--- src/rtl/csr_exec.sv ---
// Zicsr sequencer: accepts one CSR instruction, reads the CSR file, then pulses the CSR write and GPR writeback.
// Optional macro CSR_RO_CHECK_EN makes write attempts to read-only CSRs (addr[11:10]==2'b11) illegal.
module csr_exec #(
  parameter int XLEN = 32
) (
  input  logic            i_clk,
  input  logic            i_nrst,
  input  logic            i_valid,
  output logic            o_ready,
  input  logic [11:0]     i_csr_addr,
  input  logic [2:0]      i_funct3,
  input  logic [4:0]      i_rs1_addr_uimm,
  input  logic [4:0]      i_rd_addr,
  input  logic [XLEN-1:0] i_rs1_data,
  output logic [11:0]     o_csr_raddr,
  output logic            o_csr_ren,
  input  logic [XLEN-1:0] i_csr_rdata,
  output logic [11:0]     o_csr_waddr,
  output logic [XLEN-1:0] o_csr_wdata,
  output logic            o_csr_wen,
  output logic            o_rd_we,
  output logic [4:0]      o_rd_addr,
  output logic [XLEN-1:0] o_rd_data,
  output logic            o_illegal,
  output logic [1:0]      o_dbg_state
);

  localparam logic [1:0] S_IDLE = 2'd0;
  localparam logic [1:0] S_RD   = 2'd1;
  localparam logic [1:0] S_WB   = 2'd2;

  logic [1:0]      state;
  logic [11:0]     addr_q;
  logic [1:0]      op_q;
  logic [4:0]      field_q;
  logic [4:0]      rd_q;
  logic [XLEN-1:0] operand_q;

  logic            accept;
  logic            do_read_in;
  logic [XLEN-1:0] operand_in;
  logic            do_write;
  logic            ro_viol;
  logic            illegal;

  // Handshake: a transfer happens on a rising edge where i_valid && o_ready;
  // o_ready is high only in IDLE and never while reset is asserted.
  assign o_ready     = (state == S_IDLE) && i_nrst;
  assign accept      = i_valid && o_ready;
  assign o_dbg_state = state;

  assign do_read_in = (i_funct3[1:0] == 2'b01) ? (i_rd_addr != 5'd0) : 1'b1;
  assign operand_in = i_funct3[2] ? {{(XLEN-5){1'b0}}, i_rs1_addr_uimm} : i_rs1_data;

  assign do_write = (op_q == 2'b01) ? 1'b1 : (field_q != 5'd0);

`ifdef CSR_RO_CHECK_EN
  assign ro_viol = (addr_q[11:10] == 2'b11) && do_write;
`else
  assign ro_viol = 1'b0;
`endif

  // funct3 of 3'b000 / 3'b100 both leave the low two bits zero.
  assign illegal = (op_q == 2'b00) || ro_viol;

  always_ff @(posedge i_clk or negedge i_nrst) begin
    if (!i_nrst) begin
      state       <= S_IDLE;
      addr_q      <= '0;
      op_q        <= '0;
      field_q     <= '0;
      rd_q        <= '0;
      operand_q   <= '0;
      o_csr_ren   <= 1'b0;
      o_csr_raddr <= '0;
      o_csr_wen   <= 1'b0;
      o_csr_waddr <= '0;
      o_rd_we     <= 1'b0;
      o_rd_addr   <= '0;
      o_illegal   <= 1'b0;
    end else begin
      case (state)
        S_IDLE: begin
          if (accept) begin
            state       <= S_RD;
            addr_q      <= i_csr_addr;
            op_q        <= i_funct3[1:0];
            field_q     <= i_rs1_addr_uimm;
            rd_q        <= i_rd_addr;
            operand_q   <= operand_in;
            o_csr_ren   <= do_read_in;
            o_csr_raddr <= i_csr_addr;
          end
        end
        S_RD: begin
          state       <= S_WB;
          o_csr_ren   <= 1'b0;
          o_csr_raddr <= '0;
          o_csr_wen   <= !illegal && do_write;
          o_rd_we     <= !illegal && (rd_q != 5'd0);
          o_illegal   <= illegal;
          o_csr_waddr <= addr_q;
          o_rd_addr   <= rd_q;
        end
        S_WB: begin
          state       <= S_IDLE;
          o_csr_wen   <= 1'b0;
          o_rd_we     <= 1'b0;
          o_illegal   <= 1'b0;
          o_csr_waddr <= '0;
          o_rd_addr   <= '0;
        end
        default: state <= S_IDLE;
      endcase
    end
  end

  // Old CSR value arrives during WB, so the new value is formed combinationally there.
  always_comb begin
    o_csr_wdata = '0;
    o_rd_data   = '0;
    if (o_csr_wen) begin
      case (op_q)
        2'b01:   o_csr_wdata = operand_q;
        2'b10:   o_csr_wdata = i_csr_rdata | operand_q;
        2'b11:   o_csr_wdata = i_csr_rdata & ~operand_q;
        default: o_csr_wdata = '0;
      endcase
    end
    if (o_rd_we) begin
      o_rd_data = i_csr_rdata;
    end
  end

endmodule
--- config.mk ---
export PLATFORM = sky130hd
export DESIGN_NAME = csr_exec
export DESIGN_NICKNAME = d
export VERILOG_FILES = /design/src/rtl/csr_exec.sv
export SDC_FILE = /design/constraint.sdc
export NUM_CORES = 1
export LEC_CHECK = 0
export ABC_AREA = 1
export CAP_MARGIN = 20
export CORE_ASPECT_RATIO = 1.25
export CORE_MARGIN = 2
export CORE_UTILIZATION = 43
export DETAILED_ROUTE_END_ITERATION = 8
export PLACE_DENSITY = 0.82
export SYNTH_ARGS = -nofsm -noshare
export SYNTH_HDL_FRONTEND = slang
export SYNTH_SLANG_ARGS = --single-unit
--- constraint.sdc ---
create_clock -name i_clk -period 1.5 [get_ports i_clk]
set_input_delay 0.45 -clock i_clk [delete_from_list [all_inputs] [get_ports i_clk]]
set_output_delay 0.45 -clock i_clk [all_outputs]
set_load 0.02 [all_outputs]
== Word level (Yosys, flattened, before mapping) ==
Cells that the tools add are included.
Word-level totals
  input bits: 92
  ROM bits: 0
  logic and storage cells: 54
  output and inout port bits: 100
  RAM bits: 0
  latch bits: 0
  bits in registers: 91
  memories: 0
Operators by class
  reduce and logical (&&, ||, !) cells: 14
  divide/modulo/power cells: 0
  add/sub/neg operators: 0
  order comparisons: 0
  multipliers: 0
  shifts and indexed selects: 0
  eq/ne operators: 7
  bitwise gates (word level): 3
  mux-type cells: 17
Operators with widths (count)
  2-to-1 mux 32 bit: 3
  case mux 32 bit (3 select lines): 1
  case mux 12 bit (2 select lines): 2
  bitwise AND 32 bit: 1
  inverter 32 bit: 1
  bitwise OR 32 bit: 1
  nonzero test 5 bit: 3
  2-to-1 mux 12 bit: 1
  case mux 5 bit (2 select lines): 1
  case mux 1 bit (2 select lines): 4
  equality test 2 x 1 -> 1 bit (second input constant): 3
  equality test 2 bit (second input constant): 3
  logical AND 1 bit: 4
  zero test 2 bit: 2
  case mux 2 bit (2 select lines): 1
  AND reduction 2 bit: 2
  nonzero test 2 bit: 2
  2-to-1 mux 1 bit: 3
  2-to-1 mux 2 bit: 1
  inequality test 2 bit (second input constant): 1
  zero test 1 bit: 1

== Logic depth before layout (Yosys ltp) ==
  depth after elaboration: 5
  gate-level depth with buffers: 9
  gate-level depth less buffers: 8

== Least setup slack after synthesis ==
OpenSTA, ideal clock, no wires.
  path type: flip-flop to output port
  from: register o_csr_wen
  to: output o_csr_wdata[10]
  data required time: 1.050 ns
  buffers on the path: 1
  cell stages (with the launch flop): 4
  setup slack: -0.240 ns
  arrival time: 1.290 ns
  cells stage by stage: dfrtp_1 clkinv_1 clkbuf_1 a21oi_1
On the way
  cells in the longest elaborated chain, start to end: 1
Ends and longest elaborated chain
  start: declaration: RTL line 20  | output logic o_csr_wen,
  start signal: assignment: RTL line 99  | o_csr_wen <= !illegal && do_write;
  2-to-1 mux 32 bit: RTL line 122  | if (o_csr_wen) begin
  end: declaration: RTL line 19  | output logic [XLEN-1:0] o_csr_wdata,
No other way between the ends.

== Final worst setup path ==
  from: register op_q[1]
  to: output o_csr_wdata[1]
On the way
  cells in the longest elaborated chain, start to end: 3
  elaborated cells between the ends (all ways): 5
  those cells by class: eq/ne (3); mux (2)
Ends and longest elaborated chain
  start: declaration: RTL line 34  | logic [1:0] op_q;
  start signal: assignment: RTL line 87  | op_q <= i_funct3[1:0];
  equality test 2 bit / equality test 2 x 1 -> 1 bit (equally long branches): RTL line 123  | case (op_q)
  case mux 32 bit (3 select lines) *: RTL line 123
  2-to-1 mux 32 bit *: RTL line 122
Mark *: on every way between the ends. The rest lies on a longest branch, timed or not.

==> results.json <==
{
  "routed_wl_mm": 24.22,
  "powerDensity_nw_per_um2": 2236,
  "ys_warn_count": 0,
  "fmax_mhz": 473.6,
  "yosysUniqueCellTypes": 23,
  "path_clk_slew_ns": 0.07,
  "num_rows": 42,
  "cts_tree": "built",
  "drc_errors": 0,
  "diodes": 0,
  "clock-sinks": 91,
  "final-hold-violation-count": 0,
  "netlist_area_um2": 4631,
  "p_leak_nw": 4.335,
  "peakVddDrop_mv": 1.495,
  "first_pass_iters": 8,
  "cts.root.buffer_cell": "clkbuf_16",
  "final_common_cell": "nand2_1",
  "synth_top_area_share": 0.4918,
  "post-route-util": 0.8422,
  "clockBufferDepth": 2,
  "antenna_found_initial": 0,
  "postCtsHoldBufs": 0,
  "violations": "negative setup slack",
  "finClkSkew_ns": 0.01529,
  "cts_buffers": 9,
  "setup_violations": 73,
  "die_w_um": 96.82,
  "status": "complete, but fails checks",
  "layout_setup_ws_ns": -0.6117,
  "gp_congestion": 0.8997,
  "crit_family": "buffers and inverters",
  "rsz0062_at_grt": "true",
  "num_vias": 6058,
  "grt_pass1_wl_mm": 29.59,
  "hold_path.class": "input pin to asynchronous set/reset pin",
  "synthCells": 631,
  "layout-drive-gt1-share": 0.4146,
  "tns_ns": -27.91,
  "worst_slew_pin_slew_ns": 0.5308,
  "final_cell_mix": "212 x nand2_1, 90 x clkdlybuf4s50_1, 86 x dfrtp_1",
  "critPathMaxStageDelay_ns": 0.43,
  "crit_required_ns": 1.05,
  "cts_max_level": 3,
  "overflow": 0,
  "maxSlewHeadroom": 0.6461,
  "syn_avg_cell_area_um2": 7.339,
  "ant_nets": 0,
  "worst_path_most_repeated_cell": "buf_6",
  "syn_nets": 727,
  "cpMaxStageDelayCell": "dfrtp_2",
  "hpwlAfterDp_mm": 10.80,
  "reg2reg_slack_ns": -0.16,
  "worstSetupPathType": "flip-flop to primary output",
  "port_buffers": 191,
  "nets": 969,
  "r2r_start": "o_dbg_state[0]",
  "yosys.area.top_type": "dfrtp_1",
  "die-area_um2": 11620,
  "crit_chain": "buf_6, nand2_8, buf_16, nand3_2, a21oi_4, buf_6",
  "startpoint": "op_q[1]",
  "slew_violations": 0,
  "core_um2": 10560,
  "die_y_um": 120.0,
  "wl_per_cell_um": 23.98,
  "total_power_w": 0.01989,
  "grt_usage": 0.3245,
  "critPathLaunchType": "flip-flop",
  "grt_start_max_net_pins": 42,
  "drv_cap": 0,
  "path_max_fanout": 8,
  "synthTopCellsByArea": "dfrtp_1 49%, nand2_1 22%, nand3_1 4.8%, inv_1 4.1%, a21oi_1 3.6%",
  "ys_seq_elements": 91,
  "min_period_over_period": 1.408,
  "critPathCaptureType": "primary output",
  "grt_pass1_vias": 5608,
  "period_minus_slack_ns": 2.112,
  "pin_count": 192,
  "arrival_ns": 1.66,
  "cp_num_buf_inv": 3,
  "clk_latency_ns": 0.35,
  "initial_core_util": 0.4384,
  "syn_to_final_growth_pct": 92.11,
  "drt_iter0_drc": 735,
  "yosysSeqAreaShare": 0.4918,
  "via_per_inst": 5.998
}
[synth_stat cells]
master    number
nand2_1      273
dfrtp_1       91
inv_1         50
nand3_1       44
nor2_1        38
a21oi_1       33
o21ai_0       29
buf_2         20
o21ai_1       14
buf_6          7
clkbuf_1       5
ha_1           4
o211ai_1       4
or2_2          4
buf_4          3
inv_2          3
nand2_2        3
buf_1          1
clkinv_1       1
nand2_4        1
nand3_2        1
nand3b_1       1
nand4_1        1
[worst paths after layout]
kind,endpoint,cells past startpoint
worst max-delay path,o_csr_wdata[1],6
worst min-delay path,operand_q[20],2
worst max register to register,operand_q[7],7
worst min register to register,o_rd_addr[3],2
max in group asynchronous,o_rd_we,3
min in group i_clk,o_rd_addr[3],2
[cell type report]
type                            instances  area [µm²]
Timing Repair Buffer                  264        3054
Multi-Input combinational cell        451        2838
Sequential cell                        91        2283
Fill cell                             430        1667
Clock buffer                           12       256.5
Inverter                               54       237.7
Tap cell                              132       165.2
Clock inverter                          4       48.80
Timing Repair inverter                  2       12.51
[layer usage]
layer | vias to the layer above | track usage | share of wire
met5 | - | 0 | 0
met4 | 0 | 0.1717 | 0.096
met3 | 221 | 0.05999 | 0.12
met2 | 584 | 0.5681 | 0.47
met1 | 2789 | 0.3772 | 0.32
li1 | 2464 | - | -
[registers in the layout (all words and copies together), names as in the netlist]
signal       flops
rd_q             5
o_dbg_state      2
addr_q          12
o_rd_we          1
field_q          5
o_rd_addr        5
o_csr_wen        1
operand_q       32
o_illegal        1
o_csr_ren        1
o_csr_waddr     12
op_q             2
o_csr_raddr     12
[where the power goes]
| group | internal (W) | switching (W) | total (W) | leakage, nW |
|---|---|---|---|---|
| Clock | 0.00138 | 0.000971 | 0.00235 | 0.153 |
| Combinational | 0.00555 | 0.00712 | 0.0127 | 3.02 |
| Sequential | 0.00361 | 0.00126 | 0.00486 | 1.16 |
| Total | 0.0105 | 0.00935 | 0.0199 | 4.33 |
[what timing repair did]
action                                  CTS  global route
gates cloned                             12            10
pin swaps                                35            45
gates resized for setup                 599           156
setup buffers                            18             6
endpoints found under the setup margin  107           142
hold endpoints to repair                  0             0
[metrics by stage]
stage               std cells  area (µm²)  setup WS [ns]  hold slack [ns]
floorplan                 631        4815       -0.08084           0.1544
global placement          950        7014        -0.7802           0.4559
detailed placement        950        7014        -0.7968           0.4604
CTS                       996        8215        -0.5004          0.09588
global route             1010        8896        -0.6401           0.1068
finish                   1010        8896        -0.6117           0.1012
[kinds of logic (layout without fill, tap and decap cells)]
family | Yosys count | in the layout | share of synthesized area
AO/OA/AOI/OAI | 80 | 80 | 0.08863
flip-flops | 91 | 91 | 0.4918
AND/OR/NAND/NOR | 366 | 367 | 0.3167
buffers and inverters | 90 | 336 | 0.09214
adder cells (fa/ha/maj) | 4 | 4 | 0.01081
(Power assumes the default switching activity.)
==> RTL edit 1 (same flow settings) <==
Add a define of `CSR_RO_CHECK_EN`.
--- a/src/rtl/csr_exec.sv
+++ b/src/rtl/csr_exec.sv
@@ -1,4 +1,6 @@
 // Zicsr sequencer: accepts one CSR instruction, reads the CSR file, then pulses the CSR write and GPR writeback.
 // Optional macro CSR_RO_CHECK_EN makes write attempts to read-only CSRs (addr[11:10]==2'b11) illegal.
+`define CSR_RO_CHECK_EN
+
 module csr_exec #(
   parameter int XLEN = 32
Check against the original RTL: not equivalent (Yosys sat finds a counterexample within 4 cycles, from zero or initial values and one cycle with i_nrst low).
==> RTL edit 1 against the original RTL <==
The flow still finishes with violations (setup timing); non-clock buffer count rose by 22; register-to-register slack gained 0.04 ns; clock skew down 0.0070 ns; routed wire length shrank 20%; cell area down 2.6%; utilization grew 1.0 points; sequential cell count unchanged; synthesized area shrank 2.9%; worst setup slack better by 0.088 ns; power is 11% lower; largest cell class unchanged.
==> RTL edit 1: results (changes against the original RTL) <==
Pre-CTS setup slack: -0.865 ns (was -0.797 ns)
Dpl cells: 944 (was 950)
Met3 Wirelength: 1.26 mm (was 2.80 mm)
Static leakage: 4.31 nW (was 4.33 nW)
Clock network power share: 12.2% (was 11.8%)
Setup crit end: o_csr_wdata[13] (was o_csr_wdata[1])
GPL Wtd Cong: 0.843 (was 0.900)
Worst R2R Path Depth: 11 (was 7)
Power per cell area: 2050 nW/um^2 (was 2240 nW/um^2)
Detailed Place HPWL: 10.8 mm (about the same)
M3 GR Usage: 7.27% (was 6.00%)
GR Util met1: 30.6% (was 37.7%)
Final setup fails: 116 (was 73)
Most frequent cells after synthesis: 141 x nand2_1, 121 x inv_1, 91 x dfrtp_1, 65 x o21ai_0, 49 x nand3_1 (was 273 x nand2_1, 91 x dfrtp_1, 50 x inv_1, 44 x nand3_1, 38 x nor2_1)
Met2 wire len: 10.8 mm (was 11.3 mm)
Area contributors post-synth: dfrtp_1 51%, nand2_1 12%, inv_1 10% (was dfrtp_1 49%, nand2_1 22%, nand3_1 4.8%)
Setup slack after layout: -0.524 ns (was -0.612 ns)
Sequential cell area fraction in the yosys report: 50.6% (was 49.2%)
Failing checks: setup timing (unchanged)
CP Max Fanout: 5 (was 8)
Total track usage: 28.2% (was 32.5%)
Placed Area: 7130 sq um (was 7010 sq um)
Total negative slack: -23.79 ns (was -27.91 ns)
Sequential power: 0.00433 W (was 0.00486 W)
Outcome: finished with violations (unchanged)
Switch share: 44.9% (was 47.0%)
Met2 GRT Util: 51.4% (was 56.8%)
1st-iter DRT viols: 315 (was 735)
Synthesized netlist net count: 688 (was 727)
Detail-routed via count per cell: 5.42 (was 6.00)
Final nets: 955 (was 969)
Register-to-register setup slack: -0.12 ns (was -0.16 ns)
Syn Inst Count: 592 (was 631)
Area occupied by multi-input gates: 2480 sq um (was 2840 sq um)
CTS resizes: 502 (was 599)
Fraction of layout cells with a size suffix above 1: 47.5% (was 41.5%)
Fillers: 531 (was 430)
Reg-to-reg endpoint: rd_q[4] (was operand_q[7])
==> RTL edit 1: cell count changes after synthesis, sizes merged, moves of 11 or more <==
cell    before  now
clkbuf       5   16
buf         31   16
o21ai       43   86
o22ai        0   12
inv         53  124
nand2      277  142
nor2        38   14
==> RTL edit 1: layout make-up <==
class | instances | area share (%)
flip-flops and latches | 91 | 26.4
clock buffers | 11 | 2.80
inverters | 124 | 5.56
multi-input cells | 345 | 28.6
clock inverters | 5 | 0.433
well taps | 129 | 1.86
repair buffers | 286 | 34.0
repair inverters | 2 | 0.376
==> RTL edit 1: cells by family (layout without fill, tap and decap cells) <==
logic type / after synthesis / after routing / synth area share [%]
fa+ha+maj: 4 / 4 / 1.11
simple gates: 206 / 206 / 18.7
flops: 91 / 91 / 50.6
buf+inv: 156 / 428 / 13.9
compound gates: 135 / 135 / 15.6
==> RTL edit 2 (same settings) <==
Made on the original files. Put one more register stage on the output `o_dbg_state`, with the module's reset. The value now appears one clock later. The other outputs are not delayed to match.
--- a/src/rtl/csr_exec.sv
+++ b/src/rtl/csr_exec.sv
@@ -48,5 +48,11 @@
   assign o_ready     = (state == S_IDLE) && i_nrst;
   assign accept      = i_valid && o_ready;
-  assign o_dbg_state = state;
+  always_ff @(posedge i_clk or negedge i_nrst) begin
+    if (!i_nrst) begin
+      o_dbg_state <= '0;
+    end else begin
+      o_dbg_state <= state;
+    end
+  end
 
   assign do_read_in = (i_funct3[1:0] == 2'b01) ? (i_rd_addr != 5'd0) : 1'b1;
Function: changed (Yosys sat finds a counterexample within 4 cycles, from zero or initial values and one cycle with i_nrst low).
==> RTL edit 2 against the original RTL <==
The flow still finishes with violations (setup timing); synthesized area is 0.24% lower; utilization down 3.1 points; non-clock buffer count fell by 2; sequential share of layout area grew 1.7 points; routed wire length fell by 26%; sequential power fell by 6.0%; register-to-register slack better by 0.12 ns; cell count down 2.4%; critical path depth down 1; sequential cell count is 2 higher; power fell by 10%; cell area fell by 4.2%; worst setup slack better by 0.060 ns.
==> RTL edit 2: results (changes against the original RTL) <==
Port Buffer Count: 191 (unchanged)
CP Max Fanout: 12 (was 8)
Failing checks: setup timing (unchanged)
FFs w/ async S/R, synth: 100% (unchanged)
Htree depth: 3 (unchanged)
Antenna violations before repair: 0 (unchanged)
Setup slack after layout: -0.552 ns (was -0.612 ns)
Synthesized netlist net count: 707 (was 727)
Largest register FFs: 32 (unchanged)
Hold WC Path Type: input port to async pin (unchanged)
Peak VDD IR: 1.23 mV (was 1.50 mV)
Final nets: 946 (was 969)
Clock skew: 0.00672 ns (was 0.0153 ns)
Total track usage: 28.4% (was 32.5%)
Register-to-register setup slack: -0.04 ns (was -0.16 ns)
Outcome: finished with violations (unchanged)
Switch share: 44.6% (was 47.0%)
GPL Wtd Cong: 0.838 (was 0.900)
Static leakage: 4.16 nW (was 4.33 nW)
Ys Warns: 0 (unchanged)
Final setup fails: 75 (was 73)
Placed Area: 7260 sq um (was 7010 sq um)
Syn Area/Cell: 7.56 sq um (was 7.34 sq um)
Worst-Margin Slew: 0.504 ns (was 0.531 ns)
WL/cell: 18.1 um (was 24.0 um)
Antenna Cells: 0 (unchanged)
First-pass GRT wire length: 26.2 mm (was 29.6 mm)
Synth cell types: 21 (was 23)
Max-slew violations: 0 (unchanged)
Vias in the first global route: 5416 (was 5608)
Worst-path clk slew: 0.07 ns (about the same)
Dpl cells: 944 (was 950)
CTS max path bufs: 2 (unchanged)
Clock Tree Root: clkbuf_16 (unchanged)
Most frequent cells after synthesis: 206 x nand2_1, 93 x dfrtp_1, 77 x nand3_1, 75 x inv_1, 49 x o21ai_0 (was 273 x nand2_1, 91 x dfrtp_1, 50 x inv_1, 44 x nand3_1, 38 x nor2_1)
Vias: 5230 (was 6058)
Largest net degree at the start of global routing: 94 (was 42)
Pre-CTS setup slack: -0.830 ns (was -0.797 ns)
Fraction of layout cells with a size suffix above 1: 39.7% (was 41.5%)
Sequential cell area fraction in the yosys report: 50.4% (was 49.2%)
First-pass DRT Iterations: 7 (was 8)
Worst path arrival time: 1.60 ns (was 1.66 ns)
Area contributors post-synth: dfrtp_1 50%, nand2_1 17%, nand3_1 8.3% (was dfrtp_1 49%, nand2_1 22%, nand3_1 4.8%)
Clk Latency, worst-skew pair: 0.34 ns
Largest reg by FF count: operand_q (unchanged)
Total clock buffers created by CTS: 9 (unchanged)
Detailed Place HPWL: 11.0 mm (was 10.8 mm)
1st-iter DRT viols: 270 (was 735)
EDFF count, synth: 0 (unchanged)
Fillers: 658 (was 430)
Detail-routed via count per cell: 5.30 (was 6.00)
[RTL edit 2: cell type report]
| class | instances | area [sq um] | share of cell area (%) |
|---|---|---|---|
| multi-input combinational | 405 | 2640 | 30.9 |
| inverter | 78 | 313 | 3.67 |
| sequential | 93 | 2330 | 27.3 |
| tap | 132 | 165 | 1.94 |
| timing repair inverter | 1 | 7.51 | 0.0881 |
| timing repair buffer | 262 | 2770 | 32.5 |
| clock inverter | 5 | 60.1 | 0.704 |
| clock buffer | 10 | 239 | 2.80 |
[RTL edit 2: power groups by stage]
stage	logic (W)	registers (W)	clock network (W)
global placement	0.00851	0.00431	0
global route	0.0117	0.00468	0.00246
floorplan	0.00450	0.00471	0
finish	0.0110	0.00457	0.00231
detailed placement	0.00879	0.00439	0
CTS	0.0101	0.00447	0.00234
[RTL edit 2: kinds of logic (layout without fill, tap and decap cells)]
kind of cell             count (synthesis)  in the layout  synth area share (%)
AO/OA/AOI/OAI                           82             82                  8.88
flip-flops                              93             93                  50.4
AND/OR/NAND/NOR                        319            319                  29.4
adder cells (fa/ha/maj)                  4              4                  1.08
buffers and inverters                  113            356                  10.2
[RTL edit 2: per-layer routing]
metal	global-route usage [%]	vias to the layer above	routed length [um]	share of wire [%]
met3	8.97	43	1560	8.8
met2	52.0	265	9570	54
met5	0	-	0	0
met4	9.68	0	458	2.6
li1	-	2402	-	-
met1	30.8	2520	6220	35
[RTL edit 2: path summary, 6_finish.rpt]
check | startpoint | end | cells after the start
setup / recovery | op_q[1] | o_csr_wdata[12] | 5
max in group asynchronous | i_nrst | o_csr_wen | 3
min in group i_clk | o_csr_raddr[7] | o_csr_raddr[7] | 2
hold / removal | i_nrst | o_csr_raddr[0] | 3
setup reg to reg | state[1] | o_csr_raddr[1] | 8
hold reg to reg | o_csr_raddr[7] | o_csr_raddr[7] | 2
[RTL edit 2: metrics by stage]
| stage | setup TNS, ns | hold slack, ns |
|---|---|---|
| after global routing | -27.44 | 0.352 |
| after CTS | -23.07 | 0.338 |
| after global placement | -48.60 | 0.459 |
| after floorplan | -1.04 | 0.154 |
| after detailed placement | -51.09 | 0.464 |
| final | -23.57 | 0.295 |
[RTL edit 2: critical path: stages (launching register included)]
cell and delay [ns]:
dfrtp_2 0.46, nand2_4 0.14, buf_12 0.16, nand3_1 0.16
a21oi_4 0.17, buf_4 0.16
[RTL edit 2: what timing repair did]
action	in CTS	in global routing
resized for setup	549	135
buffers inserted	14	3
cloned	6	7
setup endpoints to repair	110	135
pin swaps	4	9
endpoints found under the hold margin	0	0
